<file path="src/rtl/reorder_ctrl.sv">
// -----------------------------------------------------------------------------
// reorder_ctrl
// Frame sequencer for the 512-point bit-reversal reorder stage. A frame is
// BEATS beats of 16 samples. Two reorder banks are used ping-pong: the write
// side fills one bank (wr_cnt picks the bit-reversed address set) while the
// read side streams the other bank out in natural order under valid/ready.
//
// Optional feature: define REORDER_CTRL_FLUSH_EN to add a synchronous 'flush'
// input that discards all frames in flight (frame_cnt and ovf_err survive).
//
// Ports:
//   clk, rstn      clock, asynchronous active-low reset
//   flush          (REORDER_CTRL_FLUSH_EN only) synchronous discard of all frames
//   di_en          input beat valid from the FFT stage
//   di_ready       a bank is free to accept input (combinational)
//   wr_en          write strobe = di_en && di_ready (combinational)
//   wr_bank        bank being filled
//   wr_cnt         beat index of the current write
//   rd_bank        bank being streamed out
//   rd_cnt         output beat index, natural order
//   do_en          output beat valid
//   do_ready       downstream accepts the beat
//   frame_done     pulse on the transfer of the last output beat
//   frame_cnt      count of fully streamed frames (wraps)
//   ovf_err        sticky: di_en seen while di_ready=0
// -----------------------------------------------------------------------------
module reorder_ctrl #(
  parameter int BEATS = 32,
  parameter int CNT_W = 5,
  parameter int FRM_W = 16
) (
  input  logic             clk,
  input  logic             rstn,
`ifdef REORDER_CTRL_FLUSH_EN
  input  logic             flush,
`endif
  input  logic             di_en,
  output logic             di_ready,
  output logic             wr_en,
  output logic             wr_bank,
  output logic [CNT_W-1:0] wr_cnt,
  output logic             rd_bank,
  output logic [CNT_W-1:0] rd_cnt,
  output logic             do_en,
  input  logic             do_ready,
  output logic             frame_done,
  output logic [FRM_W-1:0] frame_cnt,
  output logic             ovf_err
);

  localparam logic [CNT_W-1:0] LAST_BEAT = CNT_W'(BEATS - 1);

  typedef enum logic {
    R_IDLE   = 1'b0,
    R_STREAM = 1'b1
  } rd_state_t;

  rd_state_t        r_state;
  rd_state_t        w_state_nxt;
  logic [1:0]       r_full;
  logic [1:0]       w_full_nxt;
  logic             r_wr_bank;
  logic [CNT_W-1:0] r_wr_cnt;
  logic             r_rd_bank;
  logic [CNT_W-1:0] r_rd_cnt;
  logic [FRM_W-1:0] r_frame_cnt;
  logic             r_ovf_err;
  logic             w_flush;
  logic             w_wr_last;
  logic             w_rd_xfer;
  logic             w_rd_last;

`ifdef REORDER_CTRL_FLUSH_EN
  assign w_flush = flush;
`else
  assign w_flush = 1'b0;
`endif

  // Handshake and strobe decode
  assign di_ready   = ~r_full[r_wr_bank];
  assign wr_en      = di_en & di_ready;
  assign w_wr_last  = wr_en & (r_wr_cnt == LAST_BEAT);
  assign do_en      = (r_state == R_STREAM);
  assign w_rd_xfer  = do_en & do_ready;
  assign w_rd_last  = w_rd_xfer & (r_rd_cnt == LAST_BEAT);
  // A flush pre-empts the final transfer, so no completion is reported for it.
  assign frame_done = w_rd_last & ~w_flush;

  assign wr_bank   = r_wr_bank;
  assign wr_cnt    = r_wr_cnt;
  assign rd_bank   = r_rd_bank;
  assign rd_cnt    = r_rd_cnt;
  assign frame_cnt = r_frame_cnt;
  assign ovf_err   = r_ovf_err;

  // Next full flags: a bank is set on its last write and cleared on its last
  // read; both can happen in one cycle on different banks.
  always_comb begin
    w_full_nxt = r_full;
    for (int b = 0; b < 2; b++) begin
      w_full_nxt[b] = (r_full[b] | (w_wr_last & (r_wr_bank == 1'(b))))
                    & ~(w_rd_last & (r_rd_bank == 1'(b)));
    end
  end

  // Read FSM next state. Looking at the next full flags lets streaming start
  // the cycle right after the last write, and lets a back-to-back frame
  // follow with no bubble.
  always_comb begin
    w_state_nxt = r_state;
    if (w_flush) begin
      w_state_nxt = R_IDLE;
    end else begin
      case (r_state)
        R_IDLE: begin
          if (w_full_nxt[r_rd_bank]) begin
            w_state_nxt = R_STREAM;
          end else begin
            w_state_nxt = R_IDLE;
          end
        end
        R_STREAM: begin
          if (w_rd_last) begin
            w_state_nxt = w_full_nxt[~r_rd_bank] ? R_STREAM : R_IDLE;
          end else begin
            w_state_nxt = R_STREAM;
          end
        end
        default: w_state_nxt = R_IDLE;
      endcase
    end
  end

  // Read FSM state register
  always_ff @(posedge clk or negedge rstn) begin
    if (!rstn) begin
      r_state <= R_IDLE;
    end else begin
      r_state <= w_state_nxt;
    end
  end

  // Bank full flags
  always_ff @(posedge clk or negedge rstn) begin
    if (!rstn) begin
      r_full <= 2'b00;
    end else if (w_flush) begin
      r_full <= 2'b00;
    end else begin
      r_full <= w_full_nxt;
    end
  end

  // Write beat counter and write bank
  always_ff @(posedge clk or negedge rstn) begin
    if (!rstn) begin
      r_wr_cnt  <= '0;
      r_wr_bank <= 1'b0;
    end else if (w_flush) begin
      r_wr_cnt  <= '0;
      r_wr_bank <= 1'b0;
    end else if (w_wr_last) begin
      r_wr_cnt  <= '0;
      r_wr_bank <= ~r_wr_bank;
    end else if (wr_en) begin
      r_wr_cnt  <= r_wr_cnt + CNT_W'(1);
    end else begin
      r_wr_cnt  <= r_wr_cnt;
    end
  end

  // Read beat counter and read bank; both hold while the beat is stalled
  always_ff @(posedge clk or negedge rstn) begin
    if (!rstn) begin
      r_rd_cnt  <= '0;
      r_rd_bank <= 1'b0;
    end else if (w_flush) begin
      r_rd_cnt  <= '0;
      r_rd_bank <= 1'b0;
    end else if (w_rd_last) begin
      r_rd_cnt  <= '0;
      r_rd_bank <= ~r_rd_bank;
    end else if (w_rd_xfer) begin
      r_rd_cnt  <= r_rd_cnt + CNT_W'(1);
    end else begin
      r_rd_cnt  <= r_rd_cnt;
    end
  end

  // Completed-frame counter and sticky overflow flag; both survive a flush
  always_ff @(posedge clk or negedge rstn) begin
    if (!rstn) begin
      r_frame_cnt <= '0;
      r_ovf_err   <= 1'b0;
    end else if (w_flush) begin
      r_frame_cnt <= r_frame_cnt;
      r_ovf_err   <= r_ovf_err;
    end else begin
      r_frame_cnt <= r_frame_cnt + FRM_W'(w_rd_last);
      r_ovf_err   <= r_ovf_err | (di_en & ~di_ready);
    end
  end

endmodule

</file>
<file path="config.mk">
export PLATFORM = sky130hd
export DESIGN_NAME = reorder_ctrl
export DESIGN_NICKNAME = d
export VERILOG_FILES = /design/src/rtl/reorder_ctrl.sv
export SDC_FILE = /design/constraint.sdc
export NUM_CORES = 1
export LEC_CHECK = 0
export CORE_AREA = 2 2 62 64
export DETAILED_ROUTE_END_ITERATION = 16
export DIE_AREA = 0 0 64 66
export PLACE_DENSITY_LB_ADDON = 0.05
export SLEW_MARGIN = 20
export SYNTH_ARGS = -nofsm -noshare
export SYNTH_HDL_FRONTEND = slang
export SYNTH_SLANG_ARGS = --single-unit
</file>
<file path="constraint.sdc">
create_clock -name clk -period 2.34 [get_ports clk]
set_clock_uncertainty 0.15 [all_clocks]
set_input_delay 0.351 -clock clk [delete_from_list [all_inputs] [get_ports clk]]
set_output_delay 0.351 -clock clk [all_outputs]
set_load 0.02 [all_outputs]
</file>
[Yosys cells after proc, flatten, opt, wreduce, memory -nomap -nowiden]
Cells that the tools add are included.
Storage, ports and cells
  bits in registers: 32
  output and inout bits: 33
  logic and storage cells: 52
Operators by class
  add/subtract/negate cells: 3
  $lt $le $gt $ge: 3
  equality and inequality tests: 2
  mux-type cells: 14
  bitwise gates (word level): 20
  reductions and logical operators: 2
Operator list (number)
  $mux 5: 4
  $add 16x1->16: 1
  $and 1x1->1: 11
  $add 5x1->5 const B: 2
  $eq 5x5->1 const B: 2
  $mux 1: 9
  $lt 1x2->1 const B: 3
  $not 1->1: 6
  $reduce_bool 2->1: 2
  $or 1x1->1: 3
  $pmux 1 s2: 1

[Longest topological paths before layout]
Gate-level depths: netlist (run 1).
  word-level depth: 13
  gate-level depth with buffers: 11

[Least setup slack after synthesis (run 1)]
No wires, ideal clock.
  path kind: flip-flop to flip-flop
  start: register r_rd_cnt[0], in the netlist rd_cnt[0]
  end: register r_frame_cnt[10], in the netlist frame_cnt[10]
  library setup time: 0.132 ns
  arrival time: 2.395 ns
  required time: 2.058 ns
  path slack: -0.337 ns
  cell stages (with the launch flop): 12
  path buffers: 1
  clock period less this slack: 2.677 ns
  path through: dfrtp_1 -> ha_1 -> and3_1 -> ha_1 -> and3_1 -> buf_2 -> ha_1 -> ha_1 -> and4_1 -> nand4_1 -> nor2_1 -> xor2_1
Between the ends
  longest elaborated chain between the ends: 3
RTL lines
  from (decl): line 65  | logic [CNT_W-1:0] r_rd_cnt;
  from (signal assigned): line 184  | r_rd_cnt <= r_rd_cnt + CNT_W'(1);
  from (signal assigned): line 186  | r_rd_cnt <= r_rd_cnt;
  $eq 5x5->1: line 85  | assign w_rd_last = w_rd_xfer & (r_rd_cnt == LAST_BEAT);
  $and 1x1->1: line 85
  named net frame_done: line 46  | output logic frame_done,
  $add 16x1->16: line 199  | r_frame_cnt <= r_frame_cnt + FRM_W'(w_rd_last);
  to (signal assigned): line 196  | r_frame_cnt <= r_frame_cnt;
  to (signal assigned): line 199
  to (decl): line 66  | logic [FRM_W-1:0] r_frame_cnt;
The timed path passes the listed nets, and every way through them passes these cells.
A chain may end at the register's enable or synchronous reset.

[Worst setup path after layout (run 1)]
  start: register r_rd_cnt[1], in the netlist rd_cnt[1]
  end: output frame_done
Between the ends
  longest elaborated chain between the ends: 2
RTL lines (line)
  $eq 5x5->1: 85
  $and 1x1->1: 85
  to (decl): 46
No other way between the ends.

==> impl_metrics.yaml, run 1 <==
outcome:
  status: "completed"
synthesis:
  syn_avg_cell_area_um2: 11.2
  ys_warn_count: 0
  seq_area_frac_synth_pct: 54.4
  muxShareOfSynthArea_pct: 2.72
  synthAdderAreaFrac_pct: 5.95
  synth-xor-area-share_pct: 10.1
  synthSimpleGateAreaFrac_pct: 19.8
  synth_fp_nets: 142
  syn_inst: 131
  synth_top_family_by_area: "simple AND/OR/NAND/NOR gates"
  synth_cell_types: 32
  synth_compound_area_share_pct: 5.78
  synth-seq-cells: 32
  synthesis.area_um2: 1470
global_route:
  grt_remaining_overflow: 0
  grt_pass1_wl_mm: 4.98
  grt_pass1_vias: 1083
  grtUsageTotal_pct: 15.6
  antenna_found_initial: 0
  grt_max_degree: 33
clock_tree:
  cts_max_level: 2
  clock_tree.buffer_depth: 2
  cts_tree: "yes"
  ctsHoldBuffers: 0
  worstSkewPairLatency_ns: 0.33
  clock_sinks: 32
  path_clk_slew_ns: 0.10
  cts_root_buf: "clkbuf_4"
  cts_made_buffers: 5
critical_path:
  cp_slowest_stage_delay_ns: 0.43
  timing.reg2reg.setup_slack_ns: 0.11
  ff2ff_path_depth: 10
  critPathTopFamily: "flip-flops"
  r2r-end: "frame_cnt[8]$_DFF_PN0_"
  cp_slowest_cell: "dfrtp_2"
  critPathLaunch: "rd_cnt[1]$_DFFE_PN0P_"
  cp.arrival_ns: 1.76
  worstPathRequired_ns: 1.84
  start_kind: "flip-flop"
  endpoint: "frame_done"
  r2r-start: "rd_cnt[1]$_DFFE_PN0P_"
  worstPathCellList: "ha_4 > and3_4 > ha_4 > and3_4 > dlygate4sd2_1"
  crit_fanout: 5
  endpoint_kind: "primary output"
  crit_buf_inv: 1
  crit_cells: 5
  path_class: "flip-flop to primary output"
drt:
  via_per_inst: 4.89
  num_vias: 1114
  avgRoutedWirePerCell_um: 12.3
  routed_wl_mm: 2.81
  first_pass_iters: 4
  ant_nets: 0
  drc: 0
  drt_iter0_drc: 35
timing:
  max-slew-margin-rel_pct: 73.4
  setup_tns_ns: 0
  rsz0062_at_grt: "false"
  max_slew.worst_pin.slew_ns: 0.399
  maxClockFrequency_ghz: 0.443
  fin_crit_ns: 2.26
  report.final.hold_viol_count: 0
  slew_violations: 0
  fin_crit_sh_pct: 96.4
  setup_violations: 0
  timing.hold.ws_ns: 0.243
final_layout:
  syn2layout_area_growth_pct: 43.1
  drive_gt1_share_pct: 18.3
  nets: 190
  mostFrequentLayoutCells: "clkdlybuf4s50_1 (34), dfrtp_1 (29), nand2_1 (12)"
  n_antenna_cell: 0
  layout_commonest_cell: "clkdlybuf4s50_1"
hold_path:
  min_path_type: "primary input to async pin"
flow_run:
  maxCapViolCount: 0
floorplan:
  core-area_um2: 3550
  fp.dieW_um: 64
  die_y_um: 66
  die-area_um2: 4220
  io_pins: 37
  placementRows: 22
  start_util_pct: 41.4
power_and_ir_drop:
  finalPower_uw: 2000
  pwr-share-comb_pct: 36.6
  switching_share_pct: 33.3
  p_leak_uw: 0.000910
  clockPowerShare_pct: 23.6
  power_frac_seq_pct: 39.8
  p_switching_uw: 665
  cellPowerDensity_nw_per_um2: 949
  ir_worst_vdd_uv: 629
  intPower_uw: 1330
placed_design:
  io_buffers: 36
  dp_hpwl_mm: 1.98
  gp_congestion: 0.786
[metal layers]
metal / vias up / part of all wire (%) / global-route usage, %
met3: 4 / 5.7 / 6.13
met4: 0 / 1.4 / 7.07
met2: 29 / 48 / 24.5
met1: 527 / 44 / 18.9
li1: 554 / - / -
met5: - / 0 / 0
[power groups by stage]
stage | Clock [uW] | Sequential (uW) | Combinational, uW
2_1_floorplan | 0 | 898 | 295
3_3_place_gp | 0 | 800 | 686
3_5_place_dp | 0 | 804 | 702
4_1_cts | 490 | 805 | 714
5_1_grt | 526 | 820 | 802
6_report | 471 | 796 | 731
[kinds of logic after synthesis]
group / after synthesis
AO/OA/AOI/OAI: 13
XOR/XNOR: 17
adder cells (fa/ha/maj): 7
buffers and inverters: 4
flip-flops: 32
multiplexers: 3
AND/OR/NAND/NOR: 55
[how the worst min path moves through the flow]
stage                     cells after the start                       to         startpoint
after floorplan                               0          do_en$_DFF_PN0_               rstn
after global placement                        1        ovf_err$_DFF_PN0_  ovf_err$_DFF_PN0_
after detailed placement                      1        ovf_err$_DFF_PN0_  ovf_err$_DFF_PN0_
after CTS                                     2  frame_cnt[10]$_DFF_PN0_               rstn
after global routing                          2  frame_cnt[14]$_DFF_PN0_               rstn
final                                         2  frame_cnt[12]$_DFF_PN0_               rstn
[registers in the layout, indices dropped and copies added (netlist names)]
register   cells
ovf_err        1
rd_bank        1
wr_cnt         5
r_full         2
do_en          1
wr_bank        1
frame_cnt     16
rd_cnt         5
[timing repair]
action	in CTS	in global routing
endpoints found under the setup margin	3	4
resized for setup	3	1
cloned	0	0
pin swaps	0	1
buffers inserted	0	3
[Yosys cell counts]
library cell	number	area share [%]
o21bai_1	1	0.51
nor3b_1	1	0.51
nor3_1	4	1.4
nor2b_1	3	1.3
nand3_1	8	2.7
buf_2	2	0.68
a21oi_1	1	0.34
mux2_4	1	1.0
nor4_1	2	0.85
nand2_1	12	3.1
and3_1	3	1.3
mux2_2	1	0.77
a21o_2	1	0.60
ha_1	7	6.0
nand4_1	5	2.1
nor2_1	10	2.6
a221o_1	1	0.68
or2_2	1	0.43
o21ai_0	5	1.7
and4_1	1	0.60
inv_2	1	0.25
inv_1	1	0.25
xor2_1	6	3.6
mux2i_2	1	0.94
nor4b_2	1	1.0
dfrtp_1	32	54
a31oi_1	2	0.85
a211o_1	1	0.60
xnor2_1	11	6.5
nand2_4	1	0.77
o21a_1	1	0.51
nand2b_1	3	1.3
[metrics by stage]
| stage | utilization, % | cell area, um^2 | cells | setup slack [ns] |
|---|---|---|---|---|
| finish | 59.3 | 2110 | 228 | 0.0836 |
| CTS | 58.6 | 2080 | 225 | 0.00162 |
| floorplan | - | 1550 | 131 | -0.0207 |
| detailed placement | 55.7 | 1980 | 217 | 0.0567 |
| global placement | 55.7 | 1980 | 217 | 0.113 |
| global route | 59.3 | 2110 | 228 | 0.00572 |
[area by class of cell]
| cell class | instances | area (um^2) |
|---|---|---|
| Fill cell | 292 | 1450 |
| Multi-Input combinational cell | 95 | 724 |
| Clock inverter | 1 | 30.0 |
| Tap cell | 48 | 60.1 |
| Clock buffer | 7 | 65.1 |
| Inverter | 2 | 7.51 |
| Sequential cell | 32 | 805 |
| Timing Repair Buffer | 43 | 414 |
Note: power is estimated with default switching activity, not from simulation.
==> run 2: changes to the inputs <==
Settings changed: CAP_MARGIN set to 20.
==> results of run 2 <==
Final layout, timing and power as in run 1 (identical DEF).
==> run 3: changes to the inputs <==
Settings changed: SLEW_MARGIN 20 to unset.
==> results of run 3 <==
Final layout, timing and power as in run 1 (identical DEF).
